==> src/rtl/seven_seg_scan_if.sv <==
// Display-side signal bundle for the seven-segment scan controller.
// Master drives the digit data and enable; slave drives the pins.
interface seven_seg_scan_if #(
   parameter int NUM_DIGITS = 4
);
   logic                    Enable;
   logic [4*NUM_DIGITS-1:0] Digits;
   logic [NUM_DIGITS-1:0]   DP_in;
   logic [7:0]              Segment;
   logic [NUM_DIGITS-1:0]   Anode;
   logic                    Frame_done;

   modport master (
      output Enable, Digits, DP_in,
      input  Segment, Anode, Frame_done
   );

   modport slave (
      input  Enable, Digits, DP_in,
      output Segment, Anode, Frame_done
   );
endinterface

==> src/rtl/seven_seg_scan_controller.sv <==
// Multiplexed hex display driver: per-frame snapshot, blanked dwell slots, active-low pins.
// Optional macro LEADING_ZERO_BLANK_EN suppresses leading zero digits (digit 0 always shown).
//
// state | meaning
// IDLE  | display dark, waiting for Enable; snapshot taken on leaving
// BLANK | start of a slot, all anodes off to avoid ghosting
// DRIVE | remainder of the slot, selected digit lit
module seven_seg_scan_controller #(
   parameter int NUM_DIGITS   = 4,
   parameter int REFRESH_DIV  = 50000,
   parameter int BLANK_CYCLES = 500
) (
   input logic             Clk,
   input logic             nReset,
   seven_seg_scan_if.slave scan
);
   localparam int CNT_W = $clog2(REFRESH_DIV);
   localparam int IDX_W = $clog2(NUM_DIGITS);
   localparam logic [CNT_W-1:0] SLOT_LAST  = CNT_W'(REFRESH_DIV - 1);
   localparam logic [CNT_W-1:0] BLANK_LAST = CNT_W'((BLANK_CYCLES > 0) ? BLANK_CYCLES - 1 : 0);
   localparam logic [IDX_W-1:0] IDX_LAST   = IDX_W'(NUM_DIGITS - 1);

   typedef enum logic [1:0] {ST_IDLE, ST_BLANK, ST_DRIVE} state_t;

   state_t                     state_q, state_d;
   logic [CNT_W-1:0]           cnt_q, cnt_d;
   logic [IDX_W-1:0]           idx_q, idx_d;
   logic [NUM_DIGITS-1:0][3:0] snap_q, snap_d;
   logic [NUM_DIGITS-1:0]      dp_snap_q, dp_snap_d;
   logic [7:0]                 seg_q, seg_d;
   logic [NUM_DIGITS-1:0]      anode_q, anode_d;
   logic                       frame_done_q, frame_done_d;
   logic [NUM_DIGITS-1:0]      lz_blank;
`ifdef LEADING_ZERO_BLANK_EN
   logic                       zero_run;
`endif

   function automatic logic [6:0] hex7(input logic [3:0] v);
      case (v)
         4'h0: hex7 = 7'h40;  4'h1: hex7 = 7'h79;  4'h2: hex7 = 7'h24;  4'h3: hex7 = 7'h30;
         4'h4: hex7 = 7'h19;  4'h5: hex7 = 7'h12;  4'h6: hex7 = 7'h02;  4'h7: hex7 = 7'h78;
         4'h8: hex7 = 7'h00;  4'h9: hex7 = 7'h10;  4'hA: hex7 = 7'h08;  4'hB: hex7 = 7'h03;
         4'hC: hex7 = 7'h46;  4'hD: hex7 = 7'h21;  4'hE: hex7 = 7'h06;  default: hex7 = 7'h0E;
      endcase
   endfunction

   always_comb begin
      state_d      = state_q;
      cnt_d        = cnt_q;
      idx_d        = idx_q;
      snap_d       = snap_q;
      dp_snap_d    = dp_snap_q;
      frame_done_d = 1'b0;
      if (!scan.Enable) begin
         state_d = ST_IDLE;
         cnt_d   = '0;
         idx_d   = '0;
      end else begin
         case (state_q)
            ST_IDLE: begin
               snap_d    = scan.Digits;
               dp_snap_d = scan.DP_in;
               idx_d     = '0;
               cnt_d     = '0;
               state_d   = (BLANK_CYCLES == 0) ? ST_DRIVE : ST_BLANK;
            end
            ST_BLANK: begin
               cnt_d = cnt_q + CNT_W'(1);
               if (cnt_q == BLANK_LAST) state_d = ST_DRIVE;
            end
            ST_DRIVE: begin
               if (cnt_q == SLOT_LAST) begin
                  cnt_d   = '0;
                  state_d = (BLANK_CYCLES == 0) ? ST_DRIVE : ST_BLANK;
                  if (idx_q == IDX_LAST) begin
                     idx_d        = '0;
                     snap_d       = scan.Digits;
                     dp_snap_d    = scan.DP_in;
                     frame_done_d = 1'b1;
                  end else begin
                     idx_d = idx_q + IDX_W'(1);
                  end
               end else begin
                  cnt_d = cnt_q + CNT_W'(1);
               end
            end
            default: state_d = ST_IDLE;
         endcase
      end
   end

   // Digit i>0 is a leading zero when it and every digit above it are zero.
   always_comb begin
      lz_blank = '0;
`ifdef LEADING_ZERO_BLANK_EN
      zero_run = 1'b1;
      for (int i = NUM_DIGITS - 1; i > 0; i--) begin
         zero_run    = zero_run & (snap_d[i] == 4'd0);
         lz_blank[i] = zero_run;
      end
`endif
   end

   // Outputs are decoded from the next state so they line up with the state register.
   always_comb begin
      seg_d   = 8'hFF;
      anode_d = '1;
      if (state_d == ST_DRIVE) begin
         anode_d = ~(NUM_DIGITS'(1) << idx_d);
         seg_d   = {~dp_snap_d[idx_d], lz_blank[idx_d] ? 7'h7F : hex7(snap_d[idx_d])};
      end
   end

   always_ff @(posedge Clk or negedge nReset) begin
      if (!nReset) begin
         state_q      <= ST_IDLE;
         cnt_q        <= '0;
         idx_q        <= '0;
         snap_q       <= '0;
         dp_snap_q    <= '0;
         seg_q        <= 8'hFF;
         anode_q      <= '1;
         frame_done_q <= 1'b0;
      end else begin
         state_q      <= state_d;
         cnt_q        <= cnt_d;
         idx_q        <= idx_d;
         snap_q       <= snap_d;
         dp_snap_q    <= dp_snap_d;
         seg_q        <= seg_d;
         anode_q      <= anode_d;
         frame_done_q <= frame_done_d;
      end
   end

   assign scan.Segment    = seg_q;
   assign scan.Anode      = anode_q;
   assign scan.Frame_done = frame_done_q;
endmodule

==> src/flat_wrapper.sv <==
// flat-port wrapper written by rule: the top's interface ports become plain ports
module seven_seg_scan_controller_flat 
#(
   parameter int NUM_DIGITS   = 4,
   parameter int REFRESH_DIV  = 50000,
   parameter int BLANK_CYCLES = 500
)
  (Clk, nReset, scan_Enable, scan_Digits, scan_DP_in, scan_Segment, scan_Anode, scan_Frame_done);
  seven_seg_scan_if #(.NUM_DIGITS(NUM_DIGITS)) scan_i ();
  input logic Clk;
  input logic nReset;
  input wire logic [$bits(scan_i.Enable)-1:0] scan_Enable;
  input wire logic [$bits(scan_i.Digits)-1:0] scan_Digits;
  input wire logic [$bits(scan_i.DP_in)-1:0] scan_DP_in;
  output wire logic [$bits(scan_i.Segment)-1:0] scan_Segment;
  output wire logic [$bits(scan_i.Anode)-1:0] scan_Anode;
  output wire logic [$bits(scan_i.Frame_done)-1:0] scan_Frame_done;
  assign scan_i.Enable = scan_Enable;
  assign scan_i.Digits = scan_Digits;
  assign scan_i.DP_in = scan_DP_in;
  assign scan_Segment = scan_i.Segment;
  assign scan_Anode = scan_i.Anode;
  assign scan_Frame_done = scan_i.Frame_done;
  seven_seg_scan_controller #(.NUM_DIGITS(NUM_DIGITS), .REFRESH_DIV(REFRESH_DIV), .BLANK_CYCLES(BLANK_CYCLES)) u_core (.Clk(Clk), .nReset(nReset), .scan(scan_i));
endmodule
==> config.mk <==
export PLATFORM = sky130hd
export DESIGN_NAME = seven_seg_scan_controller_flat
export DESIGN_NICKNAME = d
export VERILOG_FILES = /design/src/rtl/seven_seg_scan_if.sv /design/src/rtl/seven_seg_scan_controller.sv /design/src/flat_wrapper.sv
export SDC_FILE = /design/constraint.sdc
export NUM_CORES = 1
export LEC_CHECK = 0
export ABC_CLOCK_PERIOD_IN_PS = 9800
export BUFFER_PORTS_ARGS = -buffer_cell sky130_fd_sc_hd__buf_2
export CAP_MARGIN = 20
export CELL_PAD_IN_SITES_DETAIL_PLACEMENT = 0
export CELL_PAD_IN_SITES_GLOBAL_PLACEMENT = 1
export CORE_UTILIZATION = 49
export DETAILED_ROUTE_END_ITERATION = 8
export HOLD_SLACK_MARGIN = 0.05
export MAX_ROUTING_LAYER = met4
export PLACE_DENSITY = 0.9
export SETUP_SLACK_MARGIN = 0.15
export SYNTH_ARGS = -nofsm -noshare
export SYNTH_HDL_FRONTEND = slang
export SYNTH_SLANG_ARGS = --single-unit
==> constraint.sdc <==
create_clock -name Clk -period 9.8 [get_ports Clk]
set_input_delay 0.98 -clock Clk [delete_from_list [all_inputs] [get_ports Clk]]
set_output_delay 0.98 -clock Clk [all_outputs]
set_load 0.02 [all_outputs]
==> flow_metrics.py, run 1 <==
metrics = {
    "pwr": {
        "p_leak_nw": 1.47,
        "ir_drop_uv": 83.4,
        "powerDensity_nw_per_um2": 128,
    },
    "logic_synthesis": {
        "synth_area_leaders": "dfrtp_1 (33%), dfstp_2 (10%), a22oi_1 (5.0%), ha_1 (4.8%), o21ai_0 (4.0%)",
        "synth_top_flop_cell": "dfrtp_1",
        "async_flop_share": 1.00,
        "post-synth-top-area-cell": "dfrtp_1",
        "yosysTopAreaCellShare": 0.327,
        "synthSimpleGateAreaFrac": 0.178,
        "synth-edff-count": 0,
        "synth-compound-area-share": 0.195,
        "synthCells": 313,
        "synth_cell_types": 52,
        "synth_top_family_by_area": "compound AO/OA/AOI/OAI gates",
        "synth.yosys.seq_area_share": 0.428,
        "synth_nets": 348,
        "yosysWarnings": 0,
        "synth_area_sq_um": 3140,
        "postSynthAreaPerCell_sq_um": 10.0,
        "yosys-mux-area-fraction": 0.0750,
        "synth_xor_area_frac": 0.0335,
        "synthAdderAreaFrac": 0.0479,
        "synth-seq-cells": 53,
    },
    "detailed_routing": {
        "totalWireLength_microns": 6640,
        "wl_per_cell_microns": 15.9,
        "drt_iter0_drc": 181,
        "drtAntennaViolNets": 0,
        "drt_pre_antenna_iters": 5,
        "vias": 2480,
        "viasPerCell": 5.93,
        "drc": 0,
    },
    "layout": {
        "diodes": 0,
        "syn_to_final_growth_pct": 9.22,
        "drive_gt1_frac": 0.227,
        "nets": 377,
    },
    "clocking": {
        "clk_latency_ns": 0.30,
        "cts-buffers-inserted": 5,
        "cts_buffer_depth": 2,
        "hold_buffers": 0,
        "path_clk_slew_ns": 0.09,
        "cts_resized": 0,
        "cts_tree": "yes",
        "h-tree-depth": 2,
        "postCtsSetupRepairBufs": 0,
        "cts-root-buf": "clkbuf_8",
        "clock-sinks": 53,
    },
    "sta": {
        "setup_tns_ns": 0,
        "period_needed_ns": 4.23,
        "slew_viol_final": 0,
        "fin_crit_sh": 0.432,
        "worst_pin_slew_ns": 1.03,
        "fmax_mhz": 236,
        "skew_ns": 0.00940,
        "slew_headroom": 0.309,
        "setup_violations": 0,
        "grt_setup_unrepaired": "false",
        "hold_viol": 0,
        "fin_ws_ns": 5.57,
    },
    "grt": {
        "track_usage": 0.214,
        "met2_usage": 0.324,
        "grt_pass1_wl_microns": 10600,
        "met3_usage": 0.0389,
        "grt_pass1_vias": 2215,
        "antenna_found_initial": 0,
        "grt_max_degree": 54,
        "grt_most_used_layer": "met2",
        "gr-usage-met1": 0.295,
        "grt_overflow": 0,
    },
    "floorplanning": {
        "start_util": 0.517,
        "io-pin-count": 36,
        "fp.dieH_microns": 82.0,
        "core_area_sq_um": 6060,
        "die_x_microns": 82.0,
        "die_area_sq_um": 6720,
        "row_count": 28,
    },
    "setup_path": {
        "crit_arrival_ns": 4.46,
        "worstPathRequired_ns": 10.03,
        "critPathKind": "reg2reg",
        "r2r-end": "u_core.scan.Segment[0]",
        "worstSetupStartpointType": "register",
        "cp_max_fo": 20,
        "r2r-start": "u_core.cnt_q[11]",
        "reg2reg_depth": 10,
        "critPathCapture": "u_core.scan.Segment[0]",
        "startpoint": "u_core.cnt_q[11]",
        "endpoint_kind": "register",
        "reg2reg_slack_ns": 5.57,
    },
    "flow_run": {
        "drv_cap": 0,
    },
    "place": {
        "gp_congestion": 0.840,
        "dpl.hpwl_microns": 4560,
        "port_buffers": 35,
        "pre_cts_ws_ns": 5.59,
    },
    "worst_hold_path": {
        "hp-class": "reg2reg",
    },
    "status": {
        "run_status": "completed",
    },
}
==> state kept, by name, summed over array words and instances (netlist names) <==
signal                  flops
u_core.cnt_q               16
u_core.dp_snap_q            4
u_core.idx_q                2
u_core.scan.Anode           4
u_core.scan.Frame_done      1
u_core.scan.Segment         8
u_core.snap_q              16
u_core.state_q              2
==> kinds of logic (layout without fill, tap and decap cells) <==
kind of cell,count (synthesis),in the layout
fa+ha+maj,12,12
xor+xnor,12,12
compound gates,84,84
flops,53,53
mux,19,19
simple gates,105,105
buf+inv,28,58
==> Yosys cell counts (all sizes together), types with 2 or more instances <==
cell and count:
a222oi 2, nand4 6, or4bb 2, mux2 7, and3 3, a31o 16, a22oi 21, a21oi 2
clkbuf 10, nand2 32, o211ai 4, nand3 8, o21ai 26, dfstp 12, o31ai 2, nand4b 2
nor3b 4, nor2 29, buf 7, or4 3, mux2i 12, nor4 4, o221ai 2, nor4b 2
xnor2 4, dfrtp 41, nor3 2, ha 12, inv 11, and2 4, nand3b 2, xor2 8
a22o 3
==> power breakdown <==
| group | switching, mW | total [mW] | internal (mW) |
|---|---|---|---|
| Combinational | 0.0453 | 0.0817 | 0.0364 |
| Clock | 0.0700 | 0.120 | 0.0497 |
| Sequential | 0.00660 | 0.238 | 0.231 |
==> cells in the final DEF (no fill, tap or decap), drive strengths merged, types with 3 or more instances in the layout <==
master   n
and3     3
dfrtp   41
nor4     4
or4      3
dfstp   12
mux2     7
nor3b    4
nand2   32
nand3    8
xor2     8
buf     39
o211ai   4
a22oi   21
xnor2    4
nand4    6
and2     4
clkbuf   5
a22o     3
nor2    29
inv     12
mux2i   12
ha      12
a31o    16
o21ai   26
==> cell type report <==
type,count,area (sq um)
clock buffers,5,68.8
clock inverters,3,16.3
fillers,546,2640
inverters,11,41.3
multi-input cells,232,1660
flip-flops and latches,53,1340
well taps,75,93.8
repair buffers,39,205
==> worst min-delay path by stage <==
stage / startpoint / endpoint / slack (ns) / cells after the start
floorplan: u_core.dp_snap_q[2] / u_core.dp_snap_q[2] / 0.49 / 2
global placement: u_core.dp_snap_q[2] / u_core.dp_snap_q[2] / 0.51 / 2
detailed placement: u_core.dp_snap_q[0] / u_core.dp_snap_q[0] / 0.52 / 2
CTS: u_core.dp_snap_q[0] / u_core.dp_snap_q[0] / 0.54 / 2
global route: u_core.dp_snap_q[2] / u_core.dp_snap_q[2] / 0.56 / 2
finish: u_core.dp_snap_q[0] / u_core.dp_snap_q[0] / 0.54 / 2
==> critical path: stages, from the launching register on <==
cell and delay, ns:
dfrtp_1 0.43, or4_4 0.61, nor4_4 0.73, and2_1 0.72
a31o_2 0.27, mux2i_1 0.08, mux2i_1 0.45, inv_1 0.20
ha_1 0.24, nor4b_1 0.34, a211oi_1 0.09
==> through the flow <==
stage                      util  instance area (sq um)  hold WS [ns]  std cells  power, mW
final                     0.565                   3420         0.544        418      0.439
after global routing      0.565                   3420         0.564        418      0.463
after CTS                 0.565                   3420         0.545        418      0.443
after detailed placement  0.551                   3340         0.522        410      0.323
after global placement    0.551                   3340         0.514        410      0.320
after floorplan               -                   3140         0.494        313      0.301
==> per-layer routing <==
metal	routed length [microns]	vias up
li1	-	1203
met1	3180	1232
met2	3190	43
met3	238	2
met4	34	0
met5	0	-
Power figures use the tool's default switching activity.
==> run 2: changes to the inputs <==
Settings changed: ABC_AREA from default to 1, ABC_CLOCK_PERIOD_IN_PS 9800 to 3930, CORE_UTILIZATION 49 to 43, PLACE_DENSITY 0.9 to 0.85.
Clock period 9.8 ns to 3.93 ns, I/O delays scaled along.
==> run 2 against run 1 <==
Compared with the run above: wire length up 20%; non-clock buffer count down 3; critical path type unchanged; worst hold slack worse by 0.38 ns; register-to-register slack worse by 4.7 ns; cell count up 46%; largest power group unchanged.
==> flow_metrics.py, run 2 <==
metrics = {
    "grt": {
        "grt_pass1_wl_microns": 13500,
        "grt_overflow": 0,
        "grt_max_degree": 36,
        "antenna_found_initial": 0,
        "track_usage": 0.207,
        "grt_pass1_vias": 2753,
    },
    "sta": {
        "fin_crit_sh": 0.774,
        "hold_viol": 0,
        "worst_pin_slew_ns": 0.882,
        "whs_ns": 0.164,
        "fmax_mhz": 329,
        "setup_violations": 0,
        "skew_ns": 0.0134,
        "slew_headroom": 0.410,
        "period_needed_ns": 3.04,
        "slew_viol_final": 0,
        "grt_setup_unrepaired": "false",
        "setup_tns_ns": 0,
    },
    "setup_path": {
        "reg2reg_slack_ns": 0.89,
        "r2r-start": "u_core.state_q[0]",
        "endpoint_kind": "register",
        "critPathKind": "reg2reg",
        "worstSetupStartpointType": "register",
        "cp_max_fo": 11,
        "r2r-end": "u_core.scan.Segment[0]",
        "reg2reg_depth": 17,
        "worstPathRequired_ns": 4.15,
        "crit_arrival_ns": 3.26,
    },
    "layout": {
        "syn_to_final_growth_pct": 9.63,
        "final_common_cell": "nand2_1",
        "nFillCells": 781,
        "drive_gt1_frac": 0.209,
        "most-common-layout-cells": "nand2_1 (144), inv_1 (53), nor2_1 (47), dfrtp_1 (41), nand3_1 (39)",
        "nets": 541,
        "diodes": 0,
    },
    "logic_synthesis": {
        "synth_nets": 508,
        "yosysTopAreaCellShare": 0.295,
        "postSynthAreaPerCell_sq_um": 7.36,
        "synthCells": 473,
        "synth-seq-cells": 53,
        "synthMostInstantiatedCell": "nand2_1",
        "synth_area_leaders": "dfrtp_1 (29%), nand2_1 (16%), dfstp_2 (9.1%), inv_1 (5.7%), nand3_1 (5.6%)",
        "synth-edff-count": 0,
        "synth_cell_types": 38,
        "ys_top_cells_by_count": "nand2_1 (144), inv_1 (53), nor2_1 (47)",
        "synth.yosys.seq_area_share": 0.385,
        "synth_top_flop_cell": "dfrtp_1",
        "yosysWarnings": 0,
        "async_flop_share": 1.00,
        "post-synth-top-area-cell": "dfrtp_1",
        "synth_area_sq_um": 3480,
    },
    "place": {
        "gp_congestion": 0.886,
        "port_buffers": 35,
        "dpl.hpwl_microns": 6000,
    },
    "floorplanning": {
        "row_count": 32,
        "core_area_sq_um": 7770,
        "die_x_microns": 92.0,
        "fp.dieH_microns": 92.0,
        "io-pin-count": 36,
        "die_area_sq_um": 8460,
        "start_util": 0.448,
    },
    "detailed_routing": {
        "drtAntennaViolNets": 0,
        "wl_per_cell_microns": 13.1,
        "totalWireLength_microns": 7960,
        "drt_pre_antenna_iters": 4,
        "vias": 3049,
        "drt_iter0_drc": 186,
        "drc": 0,
        "viasPerCell": 5.01,
    },
    "clocking": {
        "cts-root-buf": "clkbuf_8",
        "clock-sinks": 53,
        "path_clk_slew_ns": 0.10,
        "cts_buffer_depth": 2,
        "clk_latency_ns": 0.31,
        "hold_buffers": 0,
        "cts_resized": 0,
        "cts-buffers-inserted": 5,
        "cts_tree": "yes",
        "postCtsSetupRepairBufs": 0,
        "h-tree-depth": 2,
    },
    "worst_hold_path": {
        "hp-class": "in2async",
    },
    "pwr": {
        "ir_drop_uv": 137,
        "powerDensity_nw_per_um2": 306,
        "p_leak_nw": 1.93,
    },
    "flow_run": {
        "drv_cap": 0,
    },
    "status": {
        "run_status": "completed",
    },
}
-- run 2: cell count changes in the layout (fill, tap and decap cells not counted), moves of 8 or more --
cell / delta
nand2_1: +112
inv_1: +42
nand3_1: +31
o21ai_0: -20
a22oi_1: -19
nor2_1: +18
nand2_2: +17
a21oi_1: +15
mux2i_1: -10
a31o_1: -9
nand2_4: +8
-- run 2: cell type report --
type / instances / area, sq um / area share
Clock inverter: 2 / 13.8 / 0.00361
Sequential cell: 53 / 1340 / 0.351
Clock buffer: 6 / 72.6 / 0.0190
Inverter: 61 / 229 / 0.0600
Timing Repair Buffer: 36 / 183 / 0.0479
Tap cell: 102 / 128 / 0.0334
Multi-Input combinational cell: 349 / 1850 / 0.485
-- run 2: per-layer routing --
| layer | track usage | part of all wire |
|---|---|---|
| met1 | 0.298 | 0.51 |
| met3 | 0.0299 | 0.039 |
| met5 | - | 0 |
| met4 | 0.0469 | 0.010 |
| met2 | 0.307 | 0.44 |
-- run 2: power by group --
part	total [mW]	internal (mW)	leakage [nW]	switching (mW)
combinational	0.258	0.0877	1.22	0.171
clock	0.312	0.128	0.0456	0.184
sequential	0.599	0.580	0.670	0.0198
total	1.17	0.795	1.93	0.375
-- run 2: kinds of logic after synthesis --
family          count (synthesis)  synth area share
flops                          53             0.385
fa+ha+maj                      12            0.0431
buf+inv                        71            0.0834
xor+xnor                        5            0.0126
compound gates                 34            0.0575
simple gates                  298             0.418
-- run 2: per-stage QoR --
stage                     total power [mW]  cell area [sq um]   util  cells  setup WS, ns
after floorplan                      0.794               3480      -    473          1.54
after global placement               0.863               3730  0.480    601          1.13
after detailed placement             0.866               3730  0.480    601         0.949
after CTS                             1.18               3820  0.491    609         0.914
after global routing                  1.24               3820  0.491    609         0.625
final                                 1.17               3820  0.491    609         0.890
-- run 2: worst max-delay path by stage --
stage	start	to	slack, ns	depth (start not counted)
final	u_core.state_q[0]	u_core.scan.Segment[0]	0.89	17
after global routing	u_core.state_q[0]	u_core.scan.Segment[0]	0.63	17
after CTS	u_core.state_q[0]	u_core.scan.Segment[0]	0.91	17
after detailed placement	u_core.state_q[0]	u_core.scan.Segment[0]	0.95	17
after global placement	u_core.state_q[0]	u_core.scan.Segment[0]	1.13	17
after floorplan	u_core.cnt_q[1]	u_core.scan.Segment[0]	1.54	17
-- run 2: worst max-delay path, stage by stage (launching register included) --
cell and delay (ns):
dfrtp_1 0.43, inv_1 0.12, ha_1 0.47, nor2_1 0.17, inv_1 0.30, nand2_1 0.09
nand2_1 0.11, nand2_4 0.11, nand2_2 0.11, inv_2 0.06, nand2_1 0.08, nand2_2 0.06
nor2_4 0.18, inv_1 0.11, ha_1 0.23, nand3b_1 0.16, nand3_1 0.08, nand3_1 0.07
